[config.mk]
export PLATFORM = sky130hd
export DESIGN_NAME = cube_root_flat
export DESIGN_NICKNAME = d
export VERILOG_FILES = /design/src/rtl/cube_root_if.sv /design/src/rtl/cube_root.sv /design/src/flat_wrapper.sv
export SDC_FILE = /design/constraint.sdc
export NUM_CORES = 1
export LEC_CHECK = 0
export BUFFER_PORTS_ARGS = -buffer_cell sky130_fd_sc_hd__buf_2
export CAP_MARGIN = 20
export CORE_MARGIN = 3
export CORE_UTILIZATION = 60
export DETAILED_ROUTE_END_ITERATION = 7
export PLACE_DENSITY_LB_ADDON = 0.1
export SYNTH_ARGS = -nofsm -noshare
export SYNTH_HDL_FRONTEND = slang
export SYNTH_SLANG_ARGS = --single-unit
[constraint.sdc]
create_clock -name clk -period 28.7 [get_ports clk]
set_input_delay 4.305 -clock clk [delete_from_list [all_inputs] [get_ports clk]]
set_output_delay 4.305 -clock clk [all_outputs]
set_load 0.01 [all_outputs]
[src/rtl/cube_root_if.sv]
// ----------------------------------------------------------------------------
// cube_root_if
// Operand and result handshakes of the cube-root unit, bundled so the unit
// and its driver share one definition of the widths.
//
// Signals
//   in_valid   operand valid                   (master -> slave)
//   in_ready   unit can accept an operand      (slave  -> master)
//   in_x       WIDTH-bit unsigned operand      (master -> slave)
//   out_valid  result valid                    (slave  -> master)
//   out_ready  downstream accepts the result   (master -> slave)
//   out_root   floor(cbrt(in_x)), ROOT_W bits  (slave  -> master)
//   out_rem    in_x - out_root^3, WIDTH bits   (slave  -> master)
// ----------------------------------------------------------------------------
interface cube_root_if #(
    parameter int WIDTH = 32
);
    localparam int ROOT_W = (WIDTH + 2) / 3;

    logic              in_valid;
    logic              in_ready;
    logic [WIDTH-1:0]  in_x;
    logic              out_valid;
    logic              out_ready;
    logic [ROOT_W-1:0] out_root;
    logic [WIDTH-1:0]  out_rem;

    modport master (
        output in_valid, in_x, out_ready,
        input  in_ready, out_valid, out_root, out_rem
    );

    modport slave (
        input  in_valid, in_x, out_ready,
        output in_ready, out_valid, out_root, out_rem
    );
endinterface

[src/rtl/cube_root.sv]
// ----------------------------------------------------------------------------
// cube_root
// Iterative unsigned integer cube root. Produces floor(cbrt(x)) and the
// remainder x - root^3, one root bit per clock, using a restoring
// digit-by-digit recurrence (no multiplier array on the operand width).
//
// Ports
//   clk    sole clock, rising edge
//   rst_n  asynchronous active-low reset
//   bus    cube_root_if.slave: in_valid/in_ready/in_x operand handshake,
//          out_valid/out_ready/out_root/out_rem result handshake
//
// State | meaning
// ------+-------------------------------------------------------------
// IDLE  | in_ready high, waiting for an operand
// CALC  | one root bit per cycle, ITER cycles, counter runs ITER-1 -> 0
// DONE  | out_valid high, result held until out_ready
// ----------------------------------------------------------------------------
module cube_root #(
    parameter int WIDTH = 32
) (
    input  logic        clk,
    input  logic        rst_n,
    cube_root_if.slave  bus
);
    localparam int ITER   = (WIDTH + 2) / 3;
    localparam int ROOT_W = ITER;
    localparam int CNT_W  = $clog2(ITER) + 1;
    localparam int SH_W   = $clog2(3 * ITER) + 1;
    // b = 3*y2*(y2+1)+1 with y2 < 2^(ROOT_W+1) fits in 2*ROOT_W+4 bits;
    // the compare runs at the wider of that and the operand width.
    localparam int B_W    = 2 * ROOT_W + 4;
    localparam int CMP_W  = (B_W > WIDTH) ? B_W : WIDTH;

    typedef enum logic [1:0] {
        IDLE = 2'd0,
        CALC = 2'd1,
        DONE = 2'd2
    } state_t;

    state_t state_q, state_d;

    logic [WIDTH-1:0]  rem_q;
    logic [ROOT_W-1:0] y_q;
    logic [CNT_W-1:0]  cnt_q;
    logic [ROOT_W-1:0] root_q;
    logic [WIDTH-1:0]  out_rem_q;

    logic              in_ready_s;
    logic              out_valid_s;
    logic              accept;
    logic              last_iter;

    logic [SH_W-1:0]   shamt;
    logic [CMP_W-1:0]  y2;
    logic [CMP_W-1:0]  b;
    logic [CMP_W-1:0]  rem_sh;
    logic              take;
    logic [WIDTH-1:0]  rem_nxt;
    logic [ROOT_W-1:0] y_nxt;

    assign accept    = in_ready_s && bus.in_valid;
    assign last_iter = (cnt_q == '0);

    // ---------------------------------------------------------------- FSM
    always_ff @(posedge clk or negedge rst_n) begin
        if (!rst_n) begin
            state_q <= IDLE;
        end else begin
            state_q <= state_d;
        end
    end

    always_comb begin
        state_d     = state_q;
        in_ready_s  = 1'b0;
        out_valid_s = 1'b0;
        case (state_q)
            IDLE: begin
                in_ready_s = 1'b1;
                if (bus.in_valid) begin
                    state_d = CALC;
                end
            end
            CALC: begin
                if (last_iter) begin
                    state_d = DONE;
                end
            end
            DONE: begin
                out_valid_s = 1'b1;
                if (bus.out_ready) begin
                    state_d = IDLE;
                end
            end
            default: begin
                state_d = IDLE;
            end
        endcase
    end

    // ---------------------------------------------------------- iteration
    // The remainder is shifted down for the compare so that b<<s is only
    // ever subtracted when it is known to be <= rem_q and cannot overflow.
    always_comb begin
        shamt   = SH_W'(cnt_q) * SH_W'(3);
        y2      = CMP_W'({y_q, 1'b0});
        b       = CMP_W'(3) * y2 * (y2 + CMP_W'(1)) + CMP_W'(1);
        rem_sh  = CMP_W'(rem_q >> shamt);
        take    = (rem_sh >= b);
        rem_nxt = rem_q;
        y_nxt   = ROOT_W'(y2);
        if (take) begin
            rem_nxt = rem_q - WIDTH'(b << shamt);
            y_nxt   = ROOT_W'(y2 + CMP_W'(1));
        end
    end

    always_ff @(posedge clk or negedge rst_n) begin
        if (!rst_n) begin
            rem_q     <= '0;
            y_q       <= '0;
            cnt_q     <= '0;
            root_q    <= '0;
            out_rem_q <= '0;
        end else begin
            if (accept) begin
                rem_q <= bus.in_x;
                y_q   <= '0;
                cnt_q <= CNT_W'(ITER - 1);
            end else if (state_q == CALC) begin
                rem_q <= rem_nxt;
                y_q   <= y_nxt;
                if (last_iter) begin
                    root_q    <= y_nxt;
                    out_rem_q <= rem_nxt;
                end else begin
                    cnt_q <= cnt_q - CNT_W'(1);
                end
            end
        end
    end

    assign bus.in_ready  = in_ready_s;
    assign bus.out_valid = out_valid_s;
    assign bus.out_root  = root_q;
    assign bus.out_rem   = out_rem_q;

endmodule

[src/flat_wrapper.sv]
// flat-port wrapper written by rule: the top's interface ports become plain ports
module cube_root_flat 
#(
    parameter int WIDTH = 32
)
  (clk, rst_n, bus_in_valid, bus_in_x, bus_out_ready, bus_in_ready, bus_out_valid, bus_out_root, bus_out_rem);
  cube_root_if #(.WIDTH(WIDTH)) bus_i ();
  input  logic clk;
  input  logic rst_n;
  input wire logic [$bits(bus_i.in_valid)-1:0] bus_in_valid;
  input wire logic [$bits(bus_i.in_x)-1:0] bus_in_x;
  input wire logic [$bits(bus_i.out_ready)-1:0] bus_out_ready;
  output wire logic [$bits(bus_i.in_ready)-1:0] bus_in_ready;
  output wire logic [$bits(bus_i.out_valid)-1:0] bus_out_valid;
  output wire logic [$bits(bus_i.out_root)-1:0] bus_out_root;
  output wire logic [$bits(bus_i.out_rem)-1:0] bus_out_rem;
  assign bus_i.in_valid = bus_in_valid;
  assign bus_i.in_x = bus_in_x;
  assign bus_i.out_ready = bus_out_ready;
  assign bus_in_ready = bus_i.in_ready;
  assign bus_out_valid = bus_i.out_valid;
  assign bus_out_root = bus_i.out_root;
  assign bus_out_rem = bus_i.out_rem;
  cube_root #(.WIDTH(WIDTH)) u_core (.clk(clk), .rst_n(rst_n), .bus(bus_i));
endmodule
==> summary.md, run 1 <==
| Metric | Value |
|---|---|
| Vias per cell | `around 6.5` |
| Layer carrying the most global-route usage | `met2` |
| Reg2Reg Setup Slack | `16.91 ns` |
| Clock buffer depth | `2` |
| Post-Synthesis Cells | `2029` |
| Met2 Track Usage GR | `0.6244` |
| Type of the worst setup path | `reg -> reg` |
| Max stage delay cell, worst path | `xor2_1` |
| Die Span Y | `169.9 um` |
| Buf/Inv on CP | `5` |
| Nets | `roughly 2300` |
| EDFF count, synth | `0` |
| Via Count | `around 15000` |
| 1st-iter DRT viols | `1377` |
| RD Place Congestion | `0.9736` |
| Initial Utilization | `0.6149` |
| Worst Hold Depth | `2` |
| Syn Nets | `2341` |
| Crit path largest cell delay | `0.87 ns` |
| Gr usage total | `0.3612` |
| Mapped cell area | `16110 um^2` |
| Commonest cells post-synth | `279 x nand2_1, 207 x inv_1, 162 x ha_1` |
| Final worst path period share | `0.4109` |
| DP HPWL | `40.24 mm` |
| FMAX | `between 80 and 90 MHz` |
| Initial antenna violation count | `1` |
| Global route total overflow | `0` |
| CTS buffer count | `9` |
| Later-pin clock latency in the skew report | `0.36 ns` |
| M3 GR Usage | `0.03856` |
| Ports | `81` |
| Routed WL per cell | `~22 um` |
| Ys Warns | `0` |
| WP data required | `~29 ns` |
| Synthesized flop and latch total | `93` |
| Vias in the first global route | `approximately 15000` |
| Post-synthesis sequential area ratio | `0.1444` |
| Fin crit period | `11.79 ns` |
| Hold endpoint | `u_core.bus.out_rem[15]` |
| Post-DRT Antenna Nets | `0` |
| Crit Path Max Fanout | `15` |
| Count leader, synth | `nand2_1` |
| Critical Path Source | `u_core.y_q[2]` |
| Total wire length | `51.43 mm` |
| Largest net degree at the start of global routing | `68` |
| Post-route setup TNS | `0 ns` |
| Synth area leader | `dfrtp_1` |
| Area growth syn-to-layout | `5.466%` |
| Final hold violations | `0` |
| Hold buffers post-CTS | `0` |
| Distinct cells, synth | `90` |
| CTS tree | `built` |
| Drt pass-1 iters | `6` |
| Yosys top cell area share | `0.1444` |
| Max Clock Skew | `0.02043 ns` |
| Residual DRC | `0` |
| # Post-CTS Setup Buffers | `0` |
| PostCTS Resize Cnt | `0` |
| Top cells by area, synth | `dfrtp_1 14%, fa_1 14%, ha_1 13%` |
| Maxcap violations | `0` |
| Dominant synthesized flop cell | `dfrtp_1` |
| Mapped Avg Cell Area | `7.942 um^2` |
| Hold path startpoint | `u_core.bus.out_rem[15]` |
| Antenna Cells | `0` |
| M1 GR Usage | `0.4500` |
| Slew headroom | `0.2745` |
| Worst R2R End | `u_core.bus.out_rem[30]` |
| Worst Path Arrival | `12.05 ns` |
| Row count | `approximately 60` |
| Critical path endpoint category | `register` |
| Ys async rst share | `1.000` |
| H-tree level count | `3` |
| Worst Hold Class | `reg -> reg` |
| CP startpoint kind | `register` |
| CP delay by family, top | `adder cells` |
| IO buf count | `80` |
| Worst R2R Path Depth | `43` |
| Slew Viols, Final | `0` |
| CTS clk-pin slew, worst paths | `~0.08 ns` |
| Clock Sinks | `93` |
| Setup violators final | `0` |
| Die area | `between 20000 and 30000 um^2` |
| Status | `finished clean` |
| RSZ-0062 raised after global routing | `false` |
| Die width | `169.9 um` |
| RR Startpoint | `u_core.y_q[2]` |
| Share of cells above drive strength 1 | `0.1012` |
| Root buf cell | `clkbuf_16` |
| Global-route wire length before repair | `82.68 mm` |
| CORE AREA | `around 26000 um^2` |
| CP most frequent cell | `fa_1` |
| Worst slew pin tran | `1.085 ns` |
## cells by family after synthesis
group                      share of synthesized area
AOI/OAI and AO/OA                             0.2114
xor gates and xnor gates                     0.03106
adders and majority gates                     0.2674
buffers and inverters                        0.07928
DFF                                           0.1444
muxes                                        0.07438
and+or+nand+nor                               0.1921
## final cells by class
type / instances / area, um^2
clock inverters: 7 / 86.33
flip-flops and latches: 93 / 2328
fillers: 2316 / 9211
repair buffers: 104 / 583.1
multi-input cells: 1603 / 12560
inverters: 210 / 788.3
well taps: 335 / 419.2
clock buffers: 9 / 225.2
## cell usage in the layout, fill, tap and decap left out, types with 7 or more instances in the layout
master and instances:
a2111oi_0 7, a211o_1 7, a211oi_1 35, a21o_1 32, a21oi_1 124, a21oi_2 7, a22oi_1 32, a31oi_1 9
and2_1 51, and3_1 14, buf_2 79, buf_4 25, clkbuf_16 9, dfrtp_1 92, fa_1 113, ha_1 161
inv_1 207, mux2_2 8, mux2i_1 50, mux4_2 27, nand2_1 278, nand2b_1 33, nand3_1 44, nand4_1 10
nor2_1 143, nor2b_1 19, nor3_1 40, o2111ai_1 9, o211ai_1 16, o21a_1 17, o21ai_0 124, o21bai_1 9
or2_2 8, or3_1 7, xnor2_1 32, xor2_1 19
## tightest hold or removal path, stage by stage, from the launching register on
cell and delay, ns:
dfrtp_1 0.34, nand2_1 0.05, nand2_1 0.05
## state kept, by name (all words and copies together), names as in the netlist
register	count
u_core.y_q	11
u_core.bus.out_root	11
u_core.state_q	2
u_core.rem_q	32
u_core.cnt_q	5
u_core.bus.out_rem	32
## stage by stage
| stage | instance area, um^2 | worst slack [ns] | hold WS (ns) | cells | utilization |
|---|---|---|---|---|---|
| floorplan | 16110 | 18.74 | 0.5070 | 2029 | - |
| global placement | 16680 | 17.24 | 0.4549 | 2344 | 0.6363 |
| detailed placement | 16680 | 17.16 | 0.4599 | 2344 | 0.6363 |
| CTS | 16990 | 17.15 | 0.4822 | 2360 | 0.6482 |
| global route | 17000 | 16.37 | 0.5041 | 2361 | 0.6485 |
| finish | 17000 | 16.91 | 0.4749 | 2361 | 0.6485 |
## worst max-delay path by stage
stage,endpoint,slack (ns),cells after the start
after floorplan,u_core.rem_q[28],18.74,48
after CTS,u_core.bus.out_rem[30],17.15,43
after detailed placement,u_core.bus.out_rem[30],17.16,43
after global routing,u_core.bus.out_rem[30],16.37,43
final,u_core.bus.out_rem[30],16.91,43
after global placement,u_core.bus.out_rem[30],17.24,43
## layer usage
| layer | part of all wire | wire (um) | up-vias |
|---|---|---|---|
| met2 | 0.49 | 25270 | 671 |
| met4 | 0.057 | 2943 | 0 |
| met5 | 0 | 0 | - |
| li1 | - | - | 6990 |
| met1 | 0.39 | 20270 | 7433 |
| met3 | 0.057 | 2951 | 152 |
Power of run 1 is left out: the tool's default activity adds up to more than one toggle a clock period on the data nets, which glitch-free logic cannot reach.
==> run 2, diff against run 1 <==
--- a/config.mk
+++ b/config.mk
@@ -8,7 +8,7 @@
 export BUFFER_PORTS_ARGS = -buffer_cell sky130_fd_sc_hd__buf_2
 export CAP_MARGIN = 20
 export CORE_MARGIN = 3
-export CORE_UTILIZATION = 60
+export CORE_UTILIZATION = 58
 export DETAILED_ROUTE_END_ITERATION = 7
 export PLACE_DENSITY_LB_ADDON = 0.1
 export SYNTH_ARGS = -nofsm -noshare
==> constraint.sdc (replaced) <==
create_clock -name clk -period 10 [get_ports clk]
set_input_delay 1.5 -clock clk [delete_from_list [all_inputs] [get_ports clk]]
set_output_delay 1.5 -clock clk [all_outputs]
set_load 0.01 [all_outputs]
==> run 2 against run 1 <==
Compared with the run above: the run now ends with negative setup slack left; die area grew 3.3%; non-clock buffer count rose by 234; final area up 16%; register-to-register slack lost 17 ns; sequential cell count is the same; sequential share of layout area down 1.9 points; critical endpoint is now u_core.bus.out_rem[31].
==> summary.md, run 2 (synthesized netlist as in run 1, its figures left out) <==
| Metric | Value |
|---|---|
| Type of the worst setup path | `reg -> reg` |
| Worst slew pin tran | `1.062 ns` |
| Nets | `about 2600` |
| Largest net degree at the start of global routing | `68` |
| Setup violators final | `3` |
| Hold buffers post-CTS | `0` |
| Clock Sinks | `93` |
| IO buf count | `80` |
| Final hold violations | `0` |
| Root buf cell | `clkbuf_16` |
| Commonest non-fill, non-tap cell in the layout | `nand2_1` |
| Fillers | `2135` |
| Via Count | `16270` |
| Initial Utilization | `0.5946` |
| Global-route wire length before repair | `86.67 mm` |
| Critical path destination | `u_core.bus.out_rem[31]` |
| CP Depth | `47` |
| Crit Path Max Fanout | `8` |
| Slew headroom | `0.2915` |
| Max stage delay cell, worst path | `fa_1` |
| DP HPWL | `42.35 mm` |
| CP most frequent cell | `fa_1` |
| Ports | `81` |
| 1st-iter DRT viols | `1358` |
| Die width | `172.7 um` |
| Maxcap violations | `0` |
| Vias in the first global route | `16300` |
| Final core utilization | `0.7254` |
| Slew Viols, Final | `0` |
| Drt pass-1 iters | `6` |
| Row count | `60` |
| Most frequent cells in the layout | `276 x nand2_1, 254 x buf_4, 199 x inv_1, 141 x ha_1, 133 x nor2_1` |
| Reg2Reg Setup Slack | `-0.07 ns` |
| Area growth syn-to-layout | `22.00%` |
| Worst Hold Class | `reg -> reg` |
| Reg area | `2328 um^2` |
| Worst Path Arrival | `10.32 ns` |
| Critical Path Source | `u_core.y_q[1]` |
| Worst R2R End | `u_core.bus.out_rem[31]` |
| Place WS | `-0.5402 ns` |
| Die Span Y | `172.7 um` |
| Critical path endpoint category | `register` |
| Die area | `29820 um^2` |
| Worst R2R Path Depth | `47` |
| CORE AREA | `27100 um^2` |
| Max Clock Skew | `0.01514 ns` |
| CP startpoint kind | `register` |
| Residual DRC | `0` |
| Share of cells above drive strength 1 | `0.2553` |
| Antenna Cells | `0` |
| CTS clk-pin slew, worst paths | `roughly 0.08 ns` |
| Fin crit period | `roughly 10 ns` |
| Failing checks | `negative setup slack` |
| Total wire length | `around 56 mm` |
| Gr usage total | `0.3595` |
| Routed WL per cell | `21.10 um` |
| CTS buffer count | `9` |
| Clock buffer depth | `2` |
| Buf/Inv on CP | `9` |
| CTS tree | `built` |
| RD Place Congestion | `0.9474` |
| CP delay by family, top | `adder cells` |
| Status | `finished, violations left` |
| WP data required | `10.25 ns` |
| Vias per cell | `roughly 6` |
| Final Worst Setup Slack | `-0.07003 ns` |
| Global route total overflow | `0` |
| FMAX | `99.30 MHz` |
| Initial antenna violation count | `0` |
| Post-DRT Antenna Nets | `0` |
| RR Startpoint | `u_core.y_q[1]` |
| Crit path largest cell delay | `0.56 ns` |
| Multi-input gate area | `13410 um^2` |
| Final worst path period share | `1.007` |
| RSZ-0062 raised after global routing | `true` |
| Later-pin clock latency in the skew report | `0.35 ns` |
| H-tree level count | `3` |
## run 2: changes by cell type in the layout (fill, tap and decap cells not counted), sizes merged
cell      delta
buf        +234
inv          -1
clkinvlp     +1
## run 2: cell type report
class / count / area share
flip-flops and latches: 93 / 0.1184
multi-input cells: 1603 / 0.6819
inverters: 210 / 0.04009
clock buffers: 9 / 0.01146
clock inverters: 7 / 0.004073
well taps: 372 / 0.02367
repair buffers: 338 / 0.1204
## run 2: metal layers
| metal | global-route usage | vias up | wire (um) |
|---|---|---|---|
| li1 | - | 7458 | - |
| met1 | 0.4363 | 7898 | 21200 |
| met2 | 0.6197 | 690 | 27230 |
| met3 | 0.03821 | 221 | 3108 |
| met4 | 0.2142 | 0 | 4011 |
| met5 | 0 | - | 0 |
## run 2: worst reg2reg max path, delay by kind of cell (launching register included)
kind / cells / cell delay [ns]
adder cells (fa/ha/maj): 10 / 4.01
AO/OA/AOI/OAI: 19 / 3.81
AND/OR/NAND/NOR: 9 / 0.98
buffers and inverters: 9 / 0.73
flip-flops: 1 / 0.42
## run 2: metrics by stage
stage               instances  hold slack, ns  TNS [ns]  area [um^2]
detailed placement       2575          0.4579    -6.420        18190
global route             2632          0.5009    -7.734        19660
CTS                      2612          0.4775         0        18930
finish                   2632          0.4726   -0.1313        19660
global placement         2575          0.4493    -2.100        18190
floorplan                2029          0.5070         0        16110
## run 2: how the worst min path moves through the flow
stage,slack [ns],to,from,cells past startpoint
6_report,0.47,u_core.bus.out_rem[15],u_core.bus.out_rem[15],2
5_1_grt,0.50,u_core.bus.out_rem[2],u_core.bus.out_rem[2],2
4_1_cts,0.48,u_core.bus.out_rem[15],u_core.bus.out_rem[15],2
3_5_place_dp,0.46,u_core.bus.out_rem[15],u_core.bus.out_rem[15],2
3_3_place_gp,0.45,u_core.bus.out_rem[2],u_core.bus.out_rem[2],2
2_1_floorplan,0.51,u_core.bus.out_rem[1],u_core.bus.out_rem[1],2
## run 2: what timing repair did
action | CTS | global route
setup endpoints to repair | 62 | 66
setup buffers | 21 | 20
cloned | 0 | 0
resized for setup | 64 | 134
pin swaps | 35 | 100
Power of run 2 is left out for the same reason.
